### src/rtl/rename_unit.sv
// Register rename stage: RAT plus circular free list, valid/ready on both sides, commit-side free port.
// Optional macro RENAME_FREE_BYPASS_EN: an empty free list may hand a same-cycle retired preg straight to allocation.
module rename_unit #(
  parameter int NUM_AREGS = 32,
  parameter int NUM_PREGS = 64,
  parameter int FL_DEPTH  = NUM_PREGS - NUM_AREGS,
  localparam int AREG_W   = $clog2(NUM_AREGS),
  localparam int PREG_W   = $clog2(NUM_PREGS),
  localparam int CNT_W    = $clog2(FL_DEPTH + 1)
) (
  input  logic              clk,
  input  logic              rstn,
  input  logic              in_valid,
  output logic              in_ready,
  input  logic [AREG_W-1:0] in_sr1,
  input  logic [AREG_W-1:0] in_sr2,
  input  logic [AREG_W-1:0] in_dr,
  input  logic              in_has_dest,
  output logic              out_valid,
  input  logic              out_ready,
  output logic [PREG_W-1:0] out_sr1_p,
  output logic [PREG_W-1:0] out_sr2_p,
  output logic [PREG_W-1:0] out_dr_p,
  output logic [PREG_W-1:0] out_old_dr_p,
  output logic              out_has_dest,
  input  logic              ret_valid,
  input  logic [PREG_W-1:0] ret_preg,
  output logic [CNT_W-1:0]  free_count
);

  localparam int PTR_W = (FL_DEPTH > 1) ? $clog2(FL_DEPTH) : 1;

  logic [PREG_W-1:0] rat_q   [NUM_AREGS];
  logic [PREG_W-1:0] rat_d   [NUM_AREGS];
  logic [PREG_W-1:0] rat_rst [NUM_AREGS];
  logic [PREG_W-1:0] fl_q    [FL_DEPTH];
  logic [PREG_W-1:0] fl_d    [FL_DEPTH];
  logic [PREG_W-1:0] fl_rst  [FL_DEPTH];

  logic [PTR_W-1:0]  head_q, head_d;
  logic [PTR_W-1:0]  tail_q, tail_d;
  logic [CNT_W-1:0]  count_q, count_d;

  logic              out_valid_q, out_valid_d;
  logic [PREG_W-1:0] out_sr1_p_q, out_sr1_p_d;
  logic [PREG_W-1:0] out_sr2_p_q, out_sr2_p_d;
  logic [PREG_W-1:0] out_dr_p_q, out_dr_p_d;
  logic [PREG_W-1:0] out_old_dr_p_q, out_old_dr_p_d;
  logic              out_has_dest_q, out_has_dest_d;

  logic              need_alloc;
  logic              fl_empty;
  logic              fl_full;
  logic              bypass_ok;
  logic              accept;
  logic              take_bypass;
  logic              pop;
  logic              push;
  logic [PREG_W-1:0] new_preg;

  // Reset images: identity RAT, free list seeded with every preg above the architectural range.
  genvar gi;
  generate
    for (gi = 0; gi < NUM_AREGS; gi++) begin : g_rat_rst
      assign rat_rst[gi] = PREG_W'(gi);
    end
    for (gi = 0; gi < FL_DEPTH; gi++) begin : g_fl_rst
      assign fl_rst[gi] = PREG_W'(NUM_AREGS + gi);
    end
  endgenerate

  assign need_alloc = in_has_dest && (in_dr != '0);
  assign fl_empty   = (count_q == '0);
  assign fl_full    = (count_q == CNT_W'(FL_DEPTH));

`ifdef RENAME_FREE_BYPASS_EN
  assign bypass_ok = fl_empty && need_alloc && ret_valid && (ret_preg != '0);
`else
  assign bypass_ok = 1'b0;
`endif

  // Ready never looks at in_valid so decode can use it to decide whether to present.
  assign in_ready    = (!out_valid_q || out_ready) && (!need_alloc || !fl_empty || bypass_ok);
  assign accept      = in_valid && in_ready;
  assign take_bypass = accept && bypass_ok;
  assign pop         = accept && need_alloc && !bypass_ok;
  assign push        = ret_valid && (ret_preg != '0) && !take_bypass && !fl_full;
  assign new_preg    = bypass_ok ? ret_preg : fl_q[head_q];

  always_comb begin
    rat_d = rat_q;
    if (accept && need_alloc) begin
      rat_d[in_dr] = new_preg;
    end
  end

  always_comb begin
    fl_d = fl_q;
    if (push) begin
      fl_d[tail_q] = ret_preg;
    end
  end

  always_comb begin
    head_d  = head_q;
    tail_d  = tail_q;
    count_d = count_q;
    if (pop) begin
      head_d = (head_q == PTR_W'(FL_DEPTH - 1)) ? '0 : head_q + 1'b1;
    end
    if (push) begin
      tail_d = (tail_q == PTR_W'(FL_DEPTH - 1)) ? '0 : tail_q + 1'b1;
    end
    case ({push, pop})
      2'b10:   count_d = count_q + 1'b1;
      2'b01:   count_d = count_q - 1'b1;
      default: count_d = count_q;
    endcase
  end

  // Sources read the RAT before this instruction's own destination write lands.
  always_comb begin
    out_valid_d    = out_valid_q;
    out_sr1_p_d    = out_sr1_p_q;
    out_sr2_p_d    = out_sr2_p_q;
    out_dr_p_d     = out_dr_p_q;
    out_old_dr_p_d = out_old_dr_p_q;
    out_has_dest_d = out_has_dest_q;
    if (accept) begin
      out_valid_d = 1'b1;
      out_sr1_p_d = rat_q[in_sr1];
      out_sr2_p_d = rat_q[in_sr2];
      if (need_alloc) begin
        out_dr_p_d     = new_preg;
        out_old_dr_p_d = rat_q[in_dr];
        out_has_dest_d = 1'b1;
      end else begin
        out_dr_p_d     = rat_q[in_dr];
        out_old_dr_p_d = '0;
        out_has_dest_d = 1'b0;
      end
    end else if (out_ready) begin
      out_valid_d = 1'b0;
    end
  end

  always_ff @(posedge clk or negedge rstn) begin
    if (!rstn) begin
      rat_q          <= rat_rst;
      fl_q           <= fl_rst;
      head_q         <= '0;
      tail_q         <= '0;
      count_q        <= CNT_W'(FL_DEPTH);
      out_valid_q    <= 1'b0;
      out_sr1_p_q    <= '0;
      out_sr2_p_q    <= '0;
      out_dr_p_q     <= '0;
      out_old_dr_p_q <= '0;
      out_has_dest_q <= 1'b0;
    end else begin
      rat_q          <= rat_d;
      fl_q           <= fl_d;
      head_q         <= head_d;
      tail_q         <= tail_d;
      count_q        <= count_d;
      out_valid_q    <= out_valid_d;
      out_sr1_p_q    <= out_sr1_p_d;
      out_sr2_p_q    <= out_sr2_p_d;
      out_dr_p_q     <= out_dr_p_d;
      out_old_dr_p_q <= out_old_dr_p_d;
      out_has_dest_q <= out_has_dest_d;
    end
  end

  assign out_valid    = out_valid_q;
  assign out_sr1_p    = out_sr1_p_q;
  assign out_sr2_p    = out_sr2_p_q;
  assign out_dr_p     = out_dr_p_q;
  assign out_old_dr_p = out_old_dr_p_q;
  assign out_has_dest = out_has_dest_q;
  assign free_count   = count_q;

endmodule

### config.mk
export PLATFORM = sky130hd
export DESIGN_NAME = rename_unit
export DESIGN_NICKNAME = d
export VERILOG_FILES = /design/src/rtl/rename_unit.sv
export SDC_FILE = /design/constraint.sdc
export NUM_CORES = 1
export LEC_CHECK = 0
export BUFFER_PORTS_ARGS = -buffer_cell sky130_fd_sc_hd__buf_2
export CORE_MARGIN = 2
export CORE_UTILIZATION = 55
export CTS_BUF_LIST = sky130_fd_sc_hd__clkbuf_8
export CTS_CLUSTER_DIAMETER = 80
export DETAILED_ROUTE_END_ITERATION = 8
export PLACE_DENSITY_LB_ADDON = 0.12
export SETUP_SLACK_MARGIN = 0.15
export SLEW_MARGIN = 20
export SYNTH_ARGS = -nofsm -noshare
export SYNTH_HDL_FRONTEND = slang
export SYNTH_SLANG_ARGS = --single-unit
export TNS_END_PERCENT = 1
### constraint.sdc
create_clock -name clk -period 3 [get_ports clk]
set_input_delay 0.45 -clock clk [delete_from_list [all_inputs] [get_ports clk]]
set_output_delay 0.45 -clock clk [all_outputs]
set_load 0.005 [all_outputs]
==> results_tabular.tex, run 1 <==
\begin{tabular}{lr}
\hline
Metric & Value \\
\hline
\multicolumn{2}{l}{\textbf{Run status}} \\
Run status & completed \\
\multicolumn{2}{l}{\textbf{Die}} \\
Floorplan die area & 43700 um2 \\
Effective utilization at floorplan & 55.4\% \\
CORE AREA & 41700 um2 \\
Num rows & 75 \\
Die width & 209 um \\
Height of the die & 209 um \\
I/O pin count & 60 \\
\multicolumn{2}{l}{\textbf{Setup path}} \\
Critical path origin & head\_q[1] \\
Critical path start-end classification & flop to flop \\
Arrival time of data at the critical path endpoint & 3.43 ns \\
Slowest CP cell & sky130\_fd\_sc\_hd\_\_mux4\_1 \\
Reg-to-reg startpoint & head\_q[1] \\
Crit-path most repeated cell & sky130\_fd\_sc\_hd\_\_mux2\_2 \\
Family of cells with the greatest summed delay on the critical path & multiplexers \\
Cells along the critical path & buf\_12 > mux4\_1 > mux4\_2 > mux2\_2 > mux2\_2 \\
Largest driver fanout on the critical path & 17 \\
Critical Path Max Stage Delay & 0.66 ns \\
Minimum setup slack among reg-to-reg paths & 0.14 ns \\
CP bufs+invs & 1 \\
Startpoint type of the worst setup path & flop \\
Nature of the critical path endpoint & flop \\
Data required time of the critical path & 3.57 ns \\
\multicolumn{2}{l}{\textbf{Pwr}} \\
Reported net switching power & 8430 uW \\
Pwr Density & 915 nW/um2 \\
Register share of total power & 40.8\% \\
Maximum ir drop on the vdd rail & 0.741 mV \\
Gate power share & 35.6\% \\
Internal cell power & 15500 uW \\
Clock power share & 23.6\% \\
Pleak & 0.0114 uW \\
Net Sw Frac & 35.2\% \\
\multicolumn{2}{l}{\textbf{Global route}} \\
Largest net degree at the start of global routing & 74 \\
First-pass GRT wire length & 101000 um \\
Via count of the first global-routing pass & 15900 \\
Number of antenna violations at the first check in global routing & 1 \\
Global-route usage over all layers & 31.0\% \\
Overall overflow remaining after global route & 0 \\
\multicolumn{2}{l}{\textbf{Logic synthesis}} \\
Avg Cell Area, Syn & 14.3 um2 \\
Count of mapped cells out of synthesis & 1613 \\
Number of enable-type register cells in the synthesized netlist & 0 \\
Register bit count reported by yosys & 426 \\
Top post-synthesis cells by count & sky130\_fd\_sc\_hd\_\_mux2\_2, sky130\_fd\_sc\_hd\_\_dfrtp\_1, sky130\_fd\_sc\_hd\_\_dfstp\_2 \\
Dominant synthesized flop cell & sky130\_fd\_sc\_hd\_\_dfrtp\_1 \\
Number of warnings issued by yosys & 0 \\
Share of synthesized registers carrying an async set or reset & 100\% \\
Post-synth net total & 1650 \\
Top cell type by total area after synthesis & sky130\_fd\_sc\_hd\_\_dfrtp\_1 \\
Share of the synthesized area in the top cell type & 25.2\% \\
Cell area after synthesis & 23100 um2 \\
Register area share after synthesis & 47.2\% \\
Largest cells by area after synthesis & sky130\_fd\_sc\_hd\_\_dfrtp\_1, sky130\_fd\_sc\_hd\_\_dfstp\_2, sky130\_fd\_sc\_hd\_\_mux2\_2 \\
Count of different cell masters after synthesis & 59 \\
Most common cell in the netlist & sky130\_fd\_sc\_hd\_\_mux2\_2 \\
\multicolumn{2}{l}{\textbf{Clocking}} \\
Clk buf depth & 3 \\
Cts bufs inserted & 77 \\
Root buffer cell & sky130\_fd\_sc\_hd\_\_clkbuf\_8 \\
CTS tree & built \\
Post-CTS setup repair buffer count & 0 \\
Number of sinks on the clock net & 426 \\
Clock latency of the later-clocked register in the worst-skew pair & 0.66 ns \\
Number of H-tree levels & 3 \\
CTS clk-pin slew, worst paths & 0.06 ns \\
\multicolumn{2}{l}{\textbf{Timing}} \\
Actual transition at the worst max-transition pin & 1.05 ns \\
Maximum operating frequency & 0.349 GHz \\
Final Worst Setup Slack & 0.138 ns \\
Worst hold slack & 0.269 ns \\
Fin. Hold Viols & 0 \\
Max-slew violation count & 0 \\
Clock skew & 0.0234 ns \\
Setup violation total in the final timing report & 0 \\
Period minus WS final & 2.86 ns \\
Unrepaired setup endpoints after global routing & true \\
Aggregate negative setup slack & 0 ns \\
Final Cycle Share & 95.4\% \\
Headroom to the max-slew limit & 29.4\% \\
\multicolumn{2}{l}{\textbf{Detailed routing}} \\
Routed wirelength normalized by instance count & 28.9 um \\
Final Routed Wirelength & 67200 um \\
Violation count after the first detailed-routing iteration & 1472 \\
Final antenna-violating net count & 0 \\
Total number of vias & 15500 \\
Number of optimization iterations in the first detailed-route pass & 6 \\
DRC errors left & 0 \\
Routed vias/inst & 6.68 \\
\multicolumn{2}{l}{\textbf{Finish}} \\
Share of final-layout standard cells stronger than drive strength 1 & 57.1\% \\
Layout fillers & 3204 \\
Layout overhead on the synthesized area & 13.2\% \\
Post-Layout Inst Area & 26200 um2 \\
Nets & 1759 \\
\multicolumn{2}{l}{\textbf{Placed design}} \\
Placer Congestion & 1.05 \\
Number of buffers added on ports & 59 \\
DP HPWL & 45800 um \\
Post-place setup slack & -0.0676 ns \\
Instance area at placement & 24400 um2 \\
\multicolumn{2}{l}{\textbf{Min path}} \\
Hold wc startpoint & out\_ready \\
Worst min-delay path class & primary input to flop \\
\multicolumn{2}{l}{\textbf{Job}} \\
Max-cap violations & 0 \\
\hline
\end{tabular}
## timing repair
| item | CTS | global route |
|---|---|---|
| endpoints found under the hold margin | 44 | 0 |
| gates cloned | 0 | 4 |
| gates resized for setup | 1 | 3 |
| setup endpoints to repair | 19 | 56 |
| hold buffers | 1 | 0 |
| pin swaps | 0 | 0 |
## per-stage QoR
| step | util, % | total power, uW | cells |
|---|---|---|---|
| 6_report | 62.8 | 23900 | 2328 |
| 5_1_grt | 62.8 | 25000 | 2326 |
| 4_1_cts | 62.6 | 23600 | 2322 |
| 3_5_place_dp | 58.6 | 17900 | 2177 |
| 3_3_place_gp | 58.6 | 17600 | 2177 |
| 2_1_floorplan | - | 15400 | 1613 |
## path summary, 6_finish.rpt
path | endpoint | cells past startpoint
setup / recovery | rat_q[145] | 5
hold / removal | out_valid | 4
setup reg to reg | rat_q[145] | 5
hold reg to reg | rat_q[190] | 0
max in group asynchronous | fl_q[55] | 3
min in group asynchronous | rat_q[183] | 2
## layout by cell type (no fill, tap or decap), drive strengths merged, types with 8 or more instances in the layout
master,instances
mux2,389
nor4,17
dfrtp,233
nand4,9
clkinv,9
nor3,10
or4,14
nand3b,8
ha,10
buf,155
nand2,43
o22ai,97
mux2i,112
or3,8
a21o,9
clkbuf,105
mux4,146
nor2,23
nand3,38
o21ai,22
inv,39
dfstp,193
## tightest hold or removal path, delay by kind of cell
| kind | cells | cell delay (ns) |
|---|---|---|
| and+or+nand+nor | 2 | 0.20 |
| buffers and inverters | 2 | 0.23 |
## cell families after synthesis
family                     after synthesis  share of synthesized area, %
muxes                                  644                          38.4
AOI/OAI and AO/OA                      172                          4.95
DFF                                    426                          47.2
and+or+nand+nor                        215                          5.61
adders and majority gates               10                         0.542
xor gates and xnor gates                 7                         0.265
buffers and inverters                  139                          3.04
## sequential cells by signal, summed over array words and instances (netlist names)
name          flops
out_sr2_p         6
out_old_dr_p      6
head_q            5
out_valid         1
out_dr_p          6
free_count        6
fl_q            192
out_has_dest      1
rat_q           192
tail_q            5
out_sr1_p         6
## layout make-up
type / instances / area [um2] / area share (%)
timing repair buffer: 157 / 1310 / 4.99
tap: 539 / 674 / 2.58
multi-input combinational: 1051 / 11600 / 44.3
clock buffer: 104 / 1430 / 5.47
inverter: 9 / 33.8 / 0.129
sequential: 426 / 10900 / 41.7
clock inverter: 40 / 198 / 0.756
antenna: 2 / 5.00 / 0.0191
## layer usage
layer  vias up  part of all wire, %  GRT usage [%]
met5         -                    0              0
met4         0                  5.2           14.6
met3       209                  7.5           7.29
met2       700                   48           50.5
met1      8101                   39           39.4
li1       6538                    -              -
## power groups by stage
stage,sequential (uW),clock [uW],combinational [uW]
finish,9780,5640,8520
global route,10000,6030,8980
CTS,9710,5770,8160
detailed placement,9790,0,8140
global placement,9680,0,7960
floorplan,9200,0,6170
No activity file was read; power rests on OpenSTA's default activity.
==> run 2: changes to the inputs <==
- CORE_MARGIN: 2 -> default
==> results_tabular.tex, run 2 (same netlist as run 1, synthesis figures left out) <==
\begin{tabular}{lr}
\hline
Metric & Value \\
\hline
\multicolumn{2}{l}{\textbf{Timing}} \\
Maximum operating frequency & 0.354 GHz \\
Period minus WS final & 2.82 ns \\
Setup violation total in the final timing report & 0 \\
Actual transition at the worst max-transition pin & 0.909 ns \\
Aggregate negative setup slack & 0 ns \\
Unrepaired setup endpoints after global routing & true \\
Headroom to the max-slew limit & 39.2\% \\
Clock skew & 0.0212 ns \\
Fin. Hold Viols & 0 \\
Final Cycle Share & 94.1\% \\
Max-slew violation count & 0 \\
\multicolumn{2}{l}{\textbf{Global route}} \\
Number of antenna violations at the first check in global routing & 1 \\
Largest net degree at the start of global routing & 81 \\
Global-route usage over all layers & 31.8\% \\
First-pass GRT wire length & 99600 um \\
Overall overflow remaining after global route & 0 \\
Via count of the first global-routing pass & 15700 \\
\multicolumn{2}{l}{\textbf{Pwr}} \\
Maximum ir drop on the vdd rail & 0.567 mV \\
Power consumption & 23700 uW \\
Pwr Density & 912 nW/um2 \\
Pleak & 0.0113 uW \\
\multicolumn{2}{l}{\textbf{Clocking}} \\
Number of H-tree levels & 3 \\
Number of sinks on the clock net & 426 \\
Cts bufs inserted & 76 \\
CTS tree & built \\
CTS clk-pin slew, worst paths & 0.06 ns \\
Root buffer cell & sky130\_fd\_sc\_hd\_\_clkbuf\_8 \\
Clk buf depth & 3 \\
Clock latency of the later-clocked register in the worst-skew pair & 0.65 ns \\
\multicolumn{2}{l}{\textbf{Job}} \\
Max-cap violations & 0 \\
\multicolumn{2}{l}{\textbf{Detailed routing}} \\
Routed wirelength normalized by instance count & 28.8 um \\
Final Routed Wirelength & 66400 um \\
Final antenna-violating net count & 0 \\
Violation count after the first detailed-routing iteration & 1355 \\
Total number of vias & 15600 \\
Routed vias/inst & 6.75 \\
Number of optimization iterations in the first detailed-route pass & 7 \\
DRC errors left & 7 \\
\multicolumn{2}{l}{\textbf{Die}} \\
Effective utilization at floorplan & 56.2\% \\
Height of the die & 207 um \\
I/O pin count & 60 \\
CORE AREA & 41100 um2 \\
Num rows & 74 \\
Floorplan die area & 42800 um2 \\
Die width & 207 um \\
\multicolumn{2}{l}{\textbf{Run status}} \\
Run status & finished, violations left \\
Violated checks & DRC \\
\multicolumn{2}{l}{\textbf{Setup path}} \\
Data required time of the critical path & 3.55 ns \\
Largest driver fanout on the critical path & 16 \\
Startpoint type of the worst setup path & flop \\
Nature of the critical path endpoint & flop \\
Arrival time of data at the critical path endpoint & 3.37 ns \\
Critical path start-end classification & flop to flop \\
\multicolumn{2}{l}{\textbf{Min path}} \\
Worst min-delay path class & primary input to flop \\
\multicolumn{2}{l}{\textbf{Finish}} \\
Biggest regs & fl\_q (192), rat\_q (192) \\
Number of antenna cells inserted & 0 \\
Share of final-layout standard cells stronger than drive strength 1 & 56.3\% \\
Most common cell after layout, fill and taps aside & sky130\_fd\_sc\_hd\_\_mux2\_2 \\
Post-Layout Inst Area & 26000 um2 \\
Commonest non-fill, non-tap cells in the layout & sky130\_fd\_sc\_hd\_\_mux2\_2, sky130\_fd\_sc\_hd\_\_dfrtp\_1, sky130\_fd\_sc\_hd\_\_dfstp\_2 \\
Layout overhead on the synthesized area & 12.6\% \\
Nets & 1750 \\
\multicolumn{2}{l}{\textbf{Placed design}} \\
DP HPWL & 44800 um \\
Instance area at placement & 24300 um2 \\
Number of buffers added on ports & 59 \\
Placer Congestion & 1.03 \\
\hline
\end{tabular}
run 2: cell types whose count changed in the layout (fill, tap and decap cells not counted), moves of 2 or more:
| cell | change |
|---|---|
| sky130_fd_sc_hd__buf_4 | -9 |
| sky130_fd_sc_hd__mux2_4 | +2 |
| sky130_fd_sc_hd__inv_1 | +9 |
| sky130_fd_sc_hd__inv_8 | -3 |
| sky130_fd_sc_hd__diode_2 | -2 |
| sky130_fd_sc_hd__clkinv_2 | -4 |
| sky130_fd_sc_hd__clkbuf_8 | -10 |
| sky130_fd_sc_hd__mux2_2 | -3 |
run 2: critical path, stage by stage (launching register included):
cell and delay, ns:
sky130_fd_sc_hd__dfrtp_4 0.49, sky130_fd_sc_hd__buf_16 0.20, sky130_fd_sc_hd__mux4_2 0.57, sky130_fd_sc_hd__mux4_2 0.54
sky130_fd_sc_hd__mux2_4 0.40, sky130_fd_sc_hd__buf_4 0.23, sky130_fd_sc_hd__mux2_2 0.28
run 2: final timing paths:
path                       slack, ns  depth (start not counted)        start          to
max in group asynchronous       1.61                          3         rstn  rat_q[117]
setup reg to reg                0.18                          6    head_q[1]   rat_q[56]
setup / recovery                0.18                          6    head_q[1]   rat_q[56]
hold / removal                  0.11                          2  ret_preg[4]   fl_q[142]
hold reg to reg                 0.43                          0   rat_q[191]  rat_q[191]
min in group asynchronous       0.36                          2         rstn  rat_q[143]
run 2: report_power, final:
group / total, uW / switching [uW] / leakage (uW) / internal (uW)
clock: 5390 / 2470 / 0.000905 / 2920
combinational: 8540 / 4360 / 0.00533 / 4180
sequential: 9780 / 1500 / 0.00511 / 8280
total: 23700 / 8340 / 0.0113 / 15400
run 2: area by class of cell:
cell class                      instances  area, um2
Clock inverter                         45        224
Tap cell                              532        666
Inverter                                9       33.8
Multi-Input combinational cell       1050      11600
Timing Repair Buffer                  150       1290
Sequential cell                       426      10900
Fill cell                            3148      15100
Clock buffer                           94       1290
run 2: timing repair:
item                                    CTS  global route
gates cloned                              0             4
endpoints found under the hold margin    36             0
setup buffers                             0             2
hold buffers                              1             0
resized for setup                         2             4
endpoints found under the setup margin   24            41
run 2: per-layer routing:
metal	vias to the layer above	wire [um]	track usage (%)	share of wire, %
met4	2	3250	15.6	4.9
met1	8172	26000	41.0	39
met3	170	5000	6.36	7.5
met5	-	7	0	0.011
li1	6507	-	-	-
met2	717	32100	51.6	48
run 2: metrics by stage:
stage / hold slack (ns) / util (%) / worst slack (ns) / cells
floorplan: 0.154 / - / 0.110 / 1613
global placement: 0.403 / 59.2 / 0.109 / 2160
detailed placement: 0.410 / 59.2 / 0.100 / 2160
CTS: 0.0701 / 63.0 / 0.136 / 2300
global route: 0.0899 / 63.3 / 0.124 / 2306
finish: 0.113 / 63.3 / 0.178 / 2306
==> run 3: changes to the inputs <==
- CTS_BUF_LIST: sky130_fd_sc_hd__clkbuf_8 -> default
==> results_tabular.tex, run 3 (same netlist as run 1, synthesis figures left out) <==
\begin{tabular}{lr}
\hline
Metric & Value \\
\hline
\multicolumn{2}{l}{\textbf{Clocking}} \\
Cts bufs inserted & 47 \\
Clk buf depth & 3 \\
Number of H-tree levels & 2 \\
Root buffer cell & sky130\_fd\_sc\_hd\_\_clkbuf\_16 \\
Number of sinks on the clock net & 426 \\
Post-CTS setup repair buffer count & 0 \\
CTS clk-pin slew, worst paths & 0.06 ns \\
Clock latency of the later-clocked register in the worst-skew pair & 0.59 ns \\
CTS tree & built \\
\multicolumn{2}{l}{\textbf{Timing}} \\
Clock skew & 0.0196 ns \\
Actual transition at the worst max-transition pin & 0.904 ns \\
Setup violation total in the final timing report & 0 \\
Final Cycle Share & 94.9\% \\
Period minus WS final & 2.85 ns \\
Headroom to the max-slew limit & 39.6\% \\
Maximum operating frequency & 0.351 GHz \\
Unrepaired setup endpoints after global routing & true \\
Max-slew violation count & 0 \\
Aggregate negative setup slack & 0 ns \\
Fin. Hold Viols & 0 \\
\multicolumn{2}{l}{\textbf{Placed design}} \\
DP HPWL & 44800 um \\
Placer Congestion & 1.03 \\
Instance area at placement & 24300 um2 \\
Number of buffers added on ports & 59 \\
Placed cell count & 2160 \\
\multicolumn{2}{l}{\textbf{Setup path}} \\
Slowest CP cell & sky130\_fd\_sc\_hd\_\_mux4\_2 \\
Path depth of the worst reg2reg path & 5 \\
Critical path start-end classification & flop to flop \\
Cells along the critical path & buf\_12 > mux4\_2 > mux4\_2 > mux2\_4 > a221o\_1 \\
Capture point of the worst reg-to-reg path & out\_dr\_p[4] \\
Data required time of the critical path & 3.47 ns \\
Arrival time of data at the critical path endpoint & 3.32 ns \\
Largest driver fanout on the critical path & 32 \\
Startpoint type of the worst setup path & flop \\
Reg-to-reg startpoint & head\_q[1] \\
Minimum setup slack among reg-to-reg paths & 0.15 ns \\
Crit-path most repeated cell & sky130\_fd\_sc\_hd\_\_mux4\_2 \\
Critical Path Max Stage Delay & 0.59 ns \\
Nature of the critical path endpoint & flop \\
\multicolumn{2}{l}{\textbf{Pwr}} \\
Pleak & 0.0112 uW \\
Power consumption & 23900 uW \\
Pwr Density & 919 nW/um2 \\
Maximum ir drop on the vdd rail & 0.575 mV \\
\multicolumn{2}{l}{\textbf{Detailed routing}} \\
Routed vias/inst & 6.77 \\
Routed wirelength normalized by instance count & 28.9 um \\
Violation count after the first detailed-routing iteration & 1288 \\
Total number of vias & 15200 \\
DRC errors left & 7 \\
Final antenna-violating net count & 0 \\
Number of optimization iterations in the first detailed-route pass & 7 \\
Final Routed Wirelength & 64900 um \\
\multicolumn{2}{l}{\textbf{Finish}} \\
Layout overhead on the synthesized area & 12.5\% \\
Share of final-layout standard cells stronger than drive strength 1 & 56.1\% \\
Most common cell after layout, fill and taps aside & sky130\_fd\_sc\_hd\_\_mux2\_2 \\
Biggest regs & fl\_q (192), rat\_q (192) \\
Non-filler instance count after layout & 2249 \\
Number of antenna cells inserted & 0 \\
Commonest non-fill, non-tap cells in the layout & sky130\_fd\_sc\_hd\_\_mux2\_2, sky130\_fd\_sc\_hd\_\_dfrtp\_1, sky130\_fd\_sc\_hd\_\_dfstp\_2 \\
Nets & 1716 \\
Post-Layout Inst Area & 26000 um2 \\
\multicolumn{2}{l}{\textbf{Min path}} \\
Hold wc startpoint & ret\_preg[4] \\
Number of cells on the worst hold path & 2 \\
Worst min-delay path class & primary input to flop \\
Destination of the worst hold path & fl\_q[142] \\
\multicolumn{2}{l}{\textbf{Global route}} \\
Number of antenna violations at the first check in global routing & 0 \\
Via count of the first global-routing pass & 15500 \\
Global-route usage over all layers & 31.7\% \\
Overall overflow remaining after global route & 0 \\
Largest net degree at the start of global routing & 81 \\
First-pass GRT wire length & 99600 um \\
\multicolumn{2}{l}{\textbf{Die}} \\
I/O pin count & 60 \\
Die width & 207 um \\
Effective utilization at floorplan & 56.2\% \\
CORE AREA & 41100 um2 \\
Height of the die & 207 um \\
Num rows & 74 \\
Floorplan die area & 42800 um2 \\
\multicolumn{2}{l}{\textbf{Run status}} \\
Violated checks & DRC \\
Run status & finished, violations left \\
\multicolumn{2}{l}{\textbf{Job}} \\
Max-cap violations & 0 \\
\hline
\end{tabular}
==> run 3: worst max path at each step <==
stage                   start  cells after the start  slack (ns)             to
detailed placement  head_q[1]                      6        0.10       rat_q[2]
global placement    head_q[1]                      6        0.11     rat_q[158]
finish              head_q[1]                      5        0.15    out_dr_p[4]
CTS                 head_q[1]                      5        0.15    out_dr_p[4]
global route        head_q[1]                      5        0.06    out_dr_p[0]
floorplan            in_dr[4]                     14        0.11  free_count[4]
==> run 3: area by class of cell <==
cell class / count / area [um2]
Timing Repair Buffer: 147 / 1240
Inverter: 9 / 33.8
Fill cell: 3114 / 15100
Clock buffer: 69 / 1390
Sequential cell: 426 / 10900
Multi-Input combinational cell: 1048 / 11600
Tap cell: 532 / 666
Clock inverter: 18 / 194
==> run 3: metal layers <==
metal  track usage (%)  vias to the layer above  wire, um
li1                  -                     6435         -
met1              41.7                     8005     25700
met2              51.5                      635     31600
met3              5.37                      150      4470
met4              15.0                        0      3160
met5                 0                        -         0
==> run 3: report_power, final <==
part	leakage, uW	internal (uW)	total (uW)	switching [uW]
Clock	0.000786	3480	5920	2440
Combinational	0.00529	4070	8190	4120
Sequential	0.00511	8280	9770	1490
==> run 3: metrics by stage <==
step	setup slack (ns)	util, %	hold slack, ns
after floorplan	0.110	-	0.154
after global placement	0.109	59.2	0.403
after detailed placement	0.100	59.2	0.410
after CTS	0.151	63.2	0.130
after global routing	0.0631	63.2	0.159
final	0.153	63.2	0.158
==> run 3: worst max-delay path: cells and delay by family, from the launching register on <==
kind	cells	cell delay, ns
AOI/OAI and AO/OA	1	0.38
muxes	3	1.59
DFF	1	0.47
buffers and inverters	1	0.25
==> run 3: timing repair <==
action | in CTS | in global routing
gates resized for setup | 2 | 0
hold endpoints to repair | 36 | 0
hold buffers | 1 | 0
gates cloned | 1 | 0
endpoints found under the setup margin | 23 | 25
